File: config.mk
export PLATFORM = sky130hd
export DESIGN_NAME = sdram_req_bridge
export DESIGN_NICKNAME = d
export VERILOG_FILES = /design/src/rtl/sdram_pkg.sv /design/src/rtl/sdram_bridge_stats.sv /design/src/rtl/sdram_req_bridge.sv
export SDC_FILE = /design/constraint.sdc
export NUM_CORES = 1
export LEC_CHECK = 0
export CORE_ASPECT_RATIO = 1.75
export CORE_UTILIZATION = 44
export CTS_CLUSTER_DIAMETER = 100
export DETAILED_ROUTE_END_ITERATION = 8
export PLACE_DENSITY = 0.89
export SLEW_MARGIN = 20
export SYNTH_ARGS = -nofsm -noshare
export SYNTH_HDL_FRONTEND = slang
export SYNTH_SLANG_ARGS = --single-unit
File: constraint.sdc
create_clock -name clk -period 3.3 [get_ports clk]
set_clock_uncertainty 0.05 [all_clocks]
set_input_delay 0.66 -clock clk [delete_from_list [all_inputs] [get_ports clk]]
set_output_delay 0.66 -clock clk [all_outputs]
set_load 0.01 [all_outputs]
File: src/rtl/sdram_pkg.sv
// Shared definitions for the CPU-to-SDRAM request bridge.
// Holds the FSM state encoding, access-size codes, the default SDRAM
// window base and the alignment helper used at request acceptance.
package sdram_pkg;

  typedef enum logic [2:0] {
    ST_IDLE  = 3'd0,
    ST_ISSUE = 3'd1,
    ST_WAIT  = 3'd2,
    ST_RESP  = 3'd3,
    ST_ERR   = 3'd4
  } state_t;

  localparam logic [1:0] SIZE_BYTE = 2'd0;
  localparam logic [1:0] SIZE_HALF = 2'd1;
  localparam logic [1:0] SIZE_WORD = 2'd2;

  localparam logic [31:0] SDRAM_WIN_BASE = 32'h0003_0000;

  // True when the low address bits do not match the natural alignment of size.
  function automatic logic misaligned(input logic [1:0] size, input logic [1:0] addr_lo);
    logic bad;
    bad = 1'b0;
    case (size)
      SIZE_HALF: bad = addr_lo[0];
      SIZE_WORD: bad = (addr_lo != 2'b00);
      default:   bad = 1'b0;
    endcase
    return bad;
  endfunction

endpackage

File: src/rtl/sdram_bridge_stats.sv
// Saturating transaction counters for the SDRAM request bridge.
// Ports: clk, reset (sync, active-high); inc_rd/inc_wr/inc_err one-cycle
// increment strobes; stat_rd/stat_wr/stat_err CNT_W-bit saturating counts.
module sdram_bridge_stats
  import sdram_pkg::*;
#(
  parameter int unsigned CNT_W = 16
) (
  input  logic             clk,
  input  logic             reset,
  input  logic             inc_rd,
  input  logic             inc_wr,
  input  logic             inc_err,
  output logic [CNT_W-1:0] stat_rd,
  output logic [CNT_W-1:0] stat_wr,
  output logic [CNT_W-1:0] stat_err
);

  localparam logic [CNT_W-1:0] CNT_MAX = '1;

  // Each counter sticks at all-ones instead of wrapping.
  always_ff @(posedge clk) begin
    if (reset) begin
      stat_rd  <= '0;
      stat_wr  <= '0;
      stat_err <= '0;
    end else begin
      if (inc_rd && (stat_rd != CNT_MAX))
        stat_rd <= stat_rd + CNT_W'(1);
      if (inc_wr && (stat_wr != CNT_MAX))
        stat_wr <= stat_wr + CNT_W'(1);
      if (inc_err && (stat_err != CNT_MAX))
        stat_err <= stat_err + CNT_W'(1);
    end
  end

endmodule

File: src/rtl/sdram_req_bridge.sv
// CPU-side request front end for the SDRAM controller.
// Accepts one load/store at a time (cpu_req/cpu_ready), rejects out-of-window
// or misaligned requests locally, issues a single-cycle mem_rw_req, waits for
// mem_data_valid (bounded by TIMEOUT_CYCLES) and returns a one-cycle
// cpu_rvalid response, with cpu_err flagging window/alignment/timeout errors.
// Ports: clk, reset (sync, active-high); CPU side cpu_req, cpu_ready, cpu_we,
// cpu_addr, cpu_size, cpu_wdata, cpu_rvalid, cpu_rdata, cpu_err; controller
// side mem_rw_req, mem_rw, mem_address, mem_write_data, mem_size,
// mem_read_data, mem_data_valid.
// Optional: define SDRAM_BRIDGE_STATS_EN to add stat_rd/stat_wr/stat_err.
module sdram_req_bridge
  import sdram_pkg::*;
#(
  parameter logic [31:0] WIN_BASE       = SDRAM_WIN_BASE,
  parameter int unsigned TIMEOUT_CYCLES = 16384,
  parameter int unsigned CNT_W          = 16
) (
  input  logic             clk,
  input  logic             reset,
  input  logic             cpu_req,
  output logic             cpu_ready,
  input  logic             cpu_we,
  input  logic [31:0]      cpu_addr,
  input  logic [1:0]       cpu_size,
  input  logic [31:0]      cpu_wdata,
  output logic             cpu_rvalid,
  output logic [31:0]      cpu_rdata,
  output logic             cpu_err,
  output logic             mem_rw_req,
  output logic             mem_rw,
  output logic [31:0]      mem_address,
  output logic [31:0]      mem_write_data,
  output logic [1:0]       mem_size,
  input  logic [31:0]      mem_read_data,
  input  logic             mem_data_valid
`ifdef SDRAM_BRIDGE_STATS_EN
  ,
  output logic [CNT_W-1:0] stat_rd,
  output logic [CNT_W-1:0] stat_wr,
  output logic [CNT_W-1:0] stat_err
`endif
);

  localparam logic [CNT_W-1:0] TMO_LAST = CNT_W'(TIMEOUT_CYCLES - 1);

  state_t           state;
  state_t           next_state;
  logic [CNT_W-1:0] tmo_cnt;

  logic             req_fire_c;
  logic             req_bad_c;
  logic             timeout_c;

  logic             ready_d;
  logic             rvalid_d;
  logic             err_d;
  logic [31:0]      rdata_d;
  logic             rw_req_d;

  assign req_fire_c = cpu_req && cpu_ready;
  assign req_bad_c  = (cpu_addr < WIN_BASE) || cpu_addr[31] || (cpu_size == 2'd3) ||
                      misaligned(cpu_size, cpu_addr[1:0]);
  assign timeout_c  = (tmo_cnt == TMO_LAST);

  // State register.
  always_ff @(posedge clk) begin
    if (reset) state <= ST_IDLE;
    else       state <= next_state;
  end

  // Next-state logic; data_valid takes priority over a coincident timeout.
  always_comb begin
    next_state = state;
    case (state)
      ST_IDLE:  if (req_fire_c) next_state = req_bad_c ? ST_ERR : ST_ISSUE;
      ST_ISSUE: next_state = ST_WAIT;
      ST_WAIT: begin
        if (mem_data_valid) next_state = ST_RESP;
        else if (timeout_c) next_state = ST_ERR;
      end
      ST_RESP:  next_state = ST_IDLE;
      ST_ERR:   next_state = ST_IDLE;
      default:  next_state = ST_IDLE;
    endcase
  end

  // Output decode from the upcoming state so every output leaves a flop.
  always_comb begin
    ready_d  = (next_state == ST_IDLE);
    rvalid_d = (next_state == ST_RESP) || (next_state == ST_ERR);
    err_d    = (next_state == ST_ERR);
    rw_req_d = (next_state == ST_ISSUE);
    rdata_d  = '0;
    if ((state == ST_WAIT) && mem_data_valid && !mem_rw)
      rdata_d = mem_read_data;
  end

  // Response/handshake registers, request latch and timeout counter.
  always_ff @(posedge clk) begin
    if (reset) begin
      cpu_ready      <= 1'b1;
      cpu_rvalid     <= 1'b0;
      cpu_err        <= 1'b0;
      cpu_rdata      <= '0;
      mem_rw_req     <= 1'b0;
      mem_rw         <= 1'b0;
      mem_address    <= '0;
      mem_write_data <= '0;
      mem_size       <= '0;
      tmo_cnt        <= '0;
    end else begin
      cpu_ready  <= ready_d;
      cpu_rvalid <= rvalid_d;
      cpu_err    <= err_d;
      cpu_rdata  <= rdata_d;
      mem_rw_req <= rw_req_d;
      // mem_* hold from acceptance until the response leaves.
      if ((state == ST_IDLE) && req_fire_c) begin
        mem_rw         <= cpu_we;
        mem_address    <= cpu_addr;
        mem_write_data <= cpu_wdata;
        mem_size       <= cpu_size;
      end
      if (state == ST_ISSUE)
        tmo_cnt <= '0;
      else if (state == ST_WAIT)
        tmo_cnt <= tmo_cnt + CNT_W'(1);
    end
  end

`ifdef SDRAM_BRIDGE_STATS_EN
  logic inc_rd_c;
  logic inc_wr_c;
  logic inc_err_c;

  assign inc_rd_c  = (state == ST_WAIT) && (next_state == ST_RESP) && !mem_rw;
  assign inc_wr_c  = (state == ST_WAIT) && (next_state == ST_RESP) && mem_rw;
  assign inc_err_c = (state != ST_ERR) && (next_state == ST_ERR);

  sdram_bridge_stats #(
    .CNT_W (CNT_W)
  ) u_stats (
    .clk      (clk),
    .reset    (reset),
    .inc_rd   (inc_rd_c),
    .inc_wr   (inc_wr_c),
    .inc_err  (inc_err_c),
    .stat_rd  (stat_rd),
    .stat_wr  (stat_wr),
    .stat_err (stat_err)
  );
`endif

endmodule

After elaboration in Yosys (flattened, before gate mapping)
Index checks and enable logic that the tools add are counted.

word-level totals
  register bits after elaboration = 122
  bits in latches = 0
  memory bits (writable) = 0
  ROM bits = 0
  bits of input ports = 103
  output and inout port bits = 103
  logic and storage cells = 43
  memories = 0

cells by class
  add/subtract/negate cells = 1
  multiply operators = 0
  div/mod/pow operators = 0
  magnitude comparators = 1
  equality and inequality tests = 9
  shift-type cells = 0
  mux-type cells = 6
  bitwise logic cells = 1
  reduce and logical (&&, ||, !) cells = 14

operator list
  cell                                                                      number
  32-bit by 18-bit < comparator with 1-bit output (second input constant)   1
  16-bit by 1-bit adder with 16-bit output (second input constant)          1
  16-bit by 14-bit equality test with 1-bit output (second input constant)  1
  3-bit 2-to-1 mux                                                          4
  3-bit case mux with 3 select lines                                        1
  3-bit by 1-bit equality test with 1-bit output (second input constant)    2
  3-bit by 2-bit equality test with 1-bit output (second input constant)    2
  3-bit logical NOT                                                         2
  2-bit equality test (second input constant)                               2
  1-bit logical AND                                                         4
  1-bit logical OR                                                          4
  2-bit OR reduction                                                        2
  3-bit equality test (second input constant)                               1
  2-bit by 1-bit equality test with 1-bit output (second input constant)    1
  1-bit case mux with 2 select lines                                        1
  2-bit nonzero test                                                        1
  1-bit logical NOT                                                         1
  1-bit inverter                                                            1

Longest topological paths before layout
  depth after elaboration = 9
  gate-level depth with buffers = 7
  mapped depth without buffers = 6

Worst setup path after synthesis
Ideal clock, no wire load.

  path kind = input to register
  start point = in cpu_size[0]
  end point = reg mem_rw_req
  setup time = 0.078 ns
  arrival = 1.681 ns
  required time = 3.172 ns
  path slack = 1.491 ns
  stages on the path = 6
  path buffers = 0
  cells stage by stage = inv_1 -> ha_1 -> nand3b_1 -> o311ai_0 -> or3_1 -> nor3_1

on the way
  cells in the longest elaborated chain, start to end = 7
  elaborated cells on any way between the ends = 10
  classes of those cells = 4 x eq/ne; 4 x mux; 2 x reduce/logical

ends and longest elaborated chain
  item                                                                           RTL line                                 source
  start, declared                                                                sdram_req_bridge.sv:24                   input logic [1:0] cpu_size,
  2-bit equality test (tied with other cells)                                    sdram_pkg.sv:24                          case (size)
  1-bit case mux with 2 select lines / 1-bit logical OR (equally long branches)  sdram_pkg.sv:24, sdram_req_bridge.sv:61
  1-bit logical OR *                                                             sdram_req_bridge.sv:61                   assign req_bad_c = (cpu_addr < WIN_BASE) || cpu_addr[31] || (cpu_size == 2'd3) ||
  3-bit 2-to-1 mux * (2 in a row)                                                sdram_req_bridge.sv:75                   ST_IDLE: if (req_fire_c) next_state = req_bad_c ? ST_ERR : ST_ISSUE;
  3-bit case mux with 3 select lines *                                           sdram_req_bridge.sv:74                   case (state)
  3-bit by 1-bit equality test with 1-bit output *                               sdram_req_bridge.sv:92                   rw_req_d = (next_state == ST_ISSUE);
  end signal, assigned                                                           sdram_req_bridge.sv:116                  mem_rw_req <= rw_req_d;
  end, declared                                                                  sdram_req_bridge.sv:29                   output logic mem_rw_req,

Every way passes the cells marked *; elsewhere a longest branch is shown, timed or not.
A chain may end at the register's enable or synchronous reset.

Worst setup path after layout
  start point = in cpu_size[0]
  end point = reg cpu_err

on the way
  cells in the longest elaborated chain, start to end = 7
  elaborated cells on any way between the ends = 10
  classes of those cells = 4 x eq/ne; 4 x mux; 2 x reduce/logical

ends and longest elaborated chain
  item                                                                           RTL line                                 source
  2-bit equality test (tied with other cells)                                    sdram_pkg.sv:24
  1-bit case mux with 2 select lines / 1-bit logical OR (equally long branches)  sdram_pkg.sv:24, sdram_req_bridge.sv:61
  1-bit logical OR *                                                             sdram_req_bridge.sv:61
  3-bit 2-to-1 mux * (2 in a row)                                                sdram_req_bridge.sv:75
  3-bit case mux with 3 select lines *                                           sdram_req_bridge.sv:74
  3-bit equality test *                                                          sdram_req_bridge.sv:91                   err_d = (next_state == ST_ERR);
  end signal, assigned                                                           sdram_req_bridge.sv:114                  cpu_err <= err_d;
  end, declared                                                                  sdram_req_bridge.sv:28                   output logic cpu_err,

Marked as above.

==> impl_metrics.py <==
metrics = {
    "cells_and_area": {
        "diodes": 0,
        "fin_nets": 803,
        "syn_to_final_growth_pct": 63.9,
        "finish.utilization_pct": 74.6,
        "final_cell_count_no_fill": 831,
        "drive_gt1_share_pct": 6.35,
    },
    "floorplanning": {
        "io_pins": 206,
        "die_x_um": 76.8,
        "fp.dieH_um": 133,
        "core-area_um2": 9470,
        "die_area_um2": 10200,
        "num_rows": 47,
        "floorplan.initialDensity_pct": 45.6,
    },
    "logic_synthesis": {
        "synth.top_cell.area_share_pct": 56.6,
        "syn_area_um2": 4310,
        "yosysTopAreaCell": "dfxtp_1",
        "synthArstFlopShare_pct": 0,
        "ys_ff_latch": 122,
        "synthTopCellsByCount": "nand2_1 (146), dfxtp_1 (122), a21oi_1 (73)",
        "yosys_warnings": 0,
        "netlist_top_cells_area": "dfxtp_1 (57%), nand2_1 (13%), a21oi_1 (8.5%)",
        "syn_nets": 603,
        "synth_edf_count": 0,
        "netlist_instances": 496,
        "synth_most_common_cell": "nand2_1",
        "synthDistinctLibCells": 33,
        "syn_avg_cell_area_um2": 8.70,
        "ys_seq_area_share_pct": 56.6,
        "yosys_most_used_dff": "dfxtp_1",
    },
    "routing": {
        "vias_per_cell": 5.04,
        "vias": 4188,
        "post_drt_wl_per_cell_um": 15.2,
        "ant_nets": 0,
        "routed_wl_um": 12700,
        "drtIter0Drc": 297,
        "drc": 0,
        "dr.pass1.iters": 4,
    },
    "timing": {
        "grt_setup_unrepaired": "false",
        "report.final.slew_viol_count": 0,
        "tightest_slew_ps": 764,
        "hold_ws_ps": 402,
        "worst_slack_ps": 831,
        "fmax_mhz": 405,
        "finalSetupViolCount": 0,
        "period_share_pct": 74.8,
        "min_period_ps": 2470,
        "final_hold_viol_count": 0,
        "maxSlewHeadroom_pct": 49.0,
        "fin_tns_setup_ps": 0,
    },
    "critical_path": {
        "r2r_end": "cpu_err",
        "startpoint": "cpu_size[0]",
        "crit_type": "input port to flop",
        "critPathCaptureType": "flop",
        "crit_fanout": 4,
        "ff2ff_path_depth": 4,
        "cp.arrival_ps": 2740,
        "timing.rr.start": "state[1]",
        "cp-endpoint": "cpu_err",
        "worst_ep_required_time_ps": 3570,
        "reg2reg_slack_ps": 1320,
        "startpoint_type": "input port",
    },
    "placed_design": {
        "placed_cells_incl_taps": 799,
        "gp_congestion": 0.809,
        "dpl_worst_slack_ps": 510,
        "io_buffer_count": 205,
        "dp_hpwl_um": 8960,
    },
    "grt": {
        "grt_overflow_total": 0,
        "grt_max_degree": 41,
        "grt_pass1_vias": 4347,
        "grt.total_usage_pct": 25.5,
        "grt_pass1_wl_um": 20200,
        "antenna_found_initial": 0,
    },
    "clocking": {
        "clockBufferDepth": 2,
        "clkTransAtPathRegs_ps": 60,
        "clock-sinks": 122,
        "cts_resized": 0,
        "clock_latency_ps": 400,
        "cts_hold_buf": 0,
        "post_cts_buffers": 0,
        "htree_levels": 4,
        "numCtsBuffers": 17,
        "cts_tree": "built",
        "cts_root_buf": "clkbuf_16",
    },
    "power_and_ir_drop": {
        "p_leak_nw": 2.65,
        "ir_drop_v": 0.000648,
        "p_per_area_nw_per_um2": 580,
    },
    "hold_path": {
        "hold_path.class": "flop to flop",
        "worstHoldStart": "mem_write_data[25]",
    },
    "flow_run": {
        "maxCapViolCount": 0,
    },
    "run_status": {
        "status": "completed",
    },
}
## kinds of logic after synthesis
family	Yosys count	share of synthesized area (%)
AND/OR/NAND/NOR	233	25.2
multiplexers	2	0.464
adder cells (fa/ha/maj)	4	1.16
buffers and inverters	38	3.86
XOR/XNOR	10	2.03
AO/OA/AOI/OAI	87	10.6
flip-flops	122	56.6
## stage by stage
stage	power (mW)	cell area (um2)
after floorplan	1.85	4310
after global placement	2.17	6440
after detailed placement	2.19	6440
after CTS	4.14	7060
after global routing	4.26	7070
final	4.10	7070
## how the worst min path moves through the flow
stage,to,slack [ps],cells past startpoint
CTS,mem_address[15],400,2
detailed placement,mem_address[15],400,2
finish,mem_write_data[25],400,2
global route,mem_address[25],430,2
global placement,mem_address[3],390,2
floorplan,tmo_cnt[13],390,2
## power breakdown
part / switching, mW / leakage (nW) / internal, mW / total [mW]
sequential: 0.0466 / 0.993 / 1.56 / 1.60
clock: 0.672 / 0.289 / 1.27 / 1.94
combinational: 0.260 / 1.37 / 0.301 / 0.561
total: 0.979 / 2.65 / 3.12 / 4.10
## worst max-delay path: stages
cell             delay (ps)
clkdlybuf4s50_1         550
inv_1                    70
ha_1                    290
o311ai_0                640
o21ai_0                 310
a21oi_1                 220
## registers in the layout, summed over array words and instances (netlist names)
signal,count
cpu_rdata,32
mem_rw,1
cpu_err,1
mem_address,32
cpu_rvalid,1
mem_write_data,32
cpu_ready,1
mem_rw_req,1
state,3
tmo_cnt,16
mem_size,2
## layout by cell type, fill, tap and decap left out, types with 2 or more instances in the layout
cell type and instances:
nand2_1 146, o21ai_0 6, clkbuf_16 17, buf_4 6, inv_1 8, or3_1 6
clkinvlp_4 5, nand3_1 5, a211oi_1 3, and2_1 32, nand4_1 6, bufinv_16 4
clkdlybuf4s50_1 204, xnor2_1 7, xor2_1 3, nand3b_1 2, dfxtp_1 122, nand2b_1 2
nor2_1 13, nor3_1 5, nor3b_1 2, mux2i_1 2, a211o_1 2, ha_1 4
nor4_1 5, clkinv_4 3, o311ai_0 2, a21oi_1 73
## layout make-up
class / instances / area, um2
fill: 660 / 2400
multi-input combinational: 336 / 1720
clock inverter: 14 / 198
inverter: 8 / 30.0
timing repair buffer: 211 / 2090
sequential: 122 / 2440
tap: 122 / 153
clock buffer: 18 / 429
## routing by layer
metal	vias up	track usage, %	wire [um]
met2	182	46.6	7060
met5	-	0	0
met1	1948	23.7	4390
met3	30	10.2	879
li1	2028	-	-
met4	0	13.8	350
Note: power is estimated with default switching activity, not from simulation.
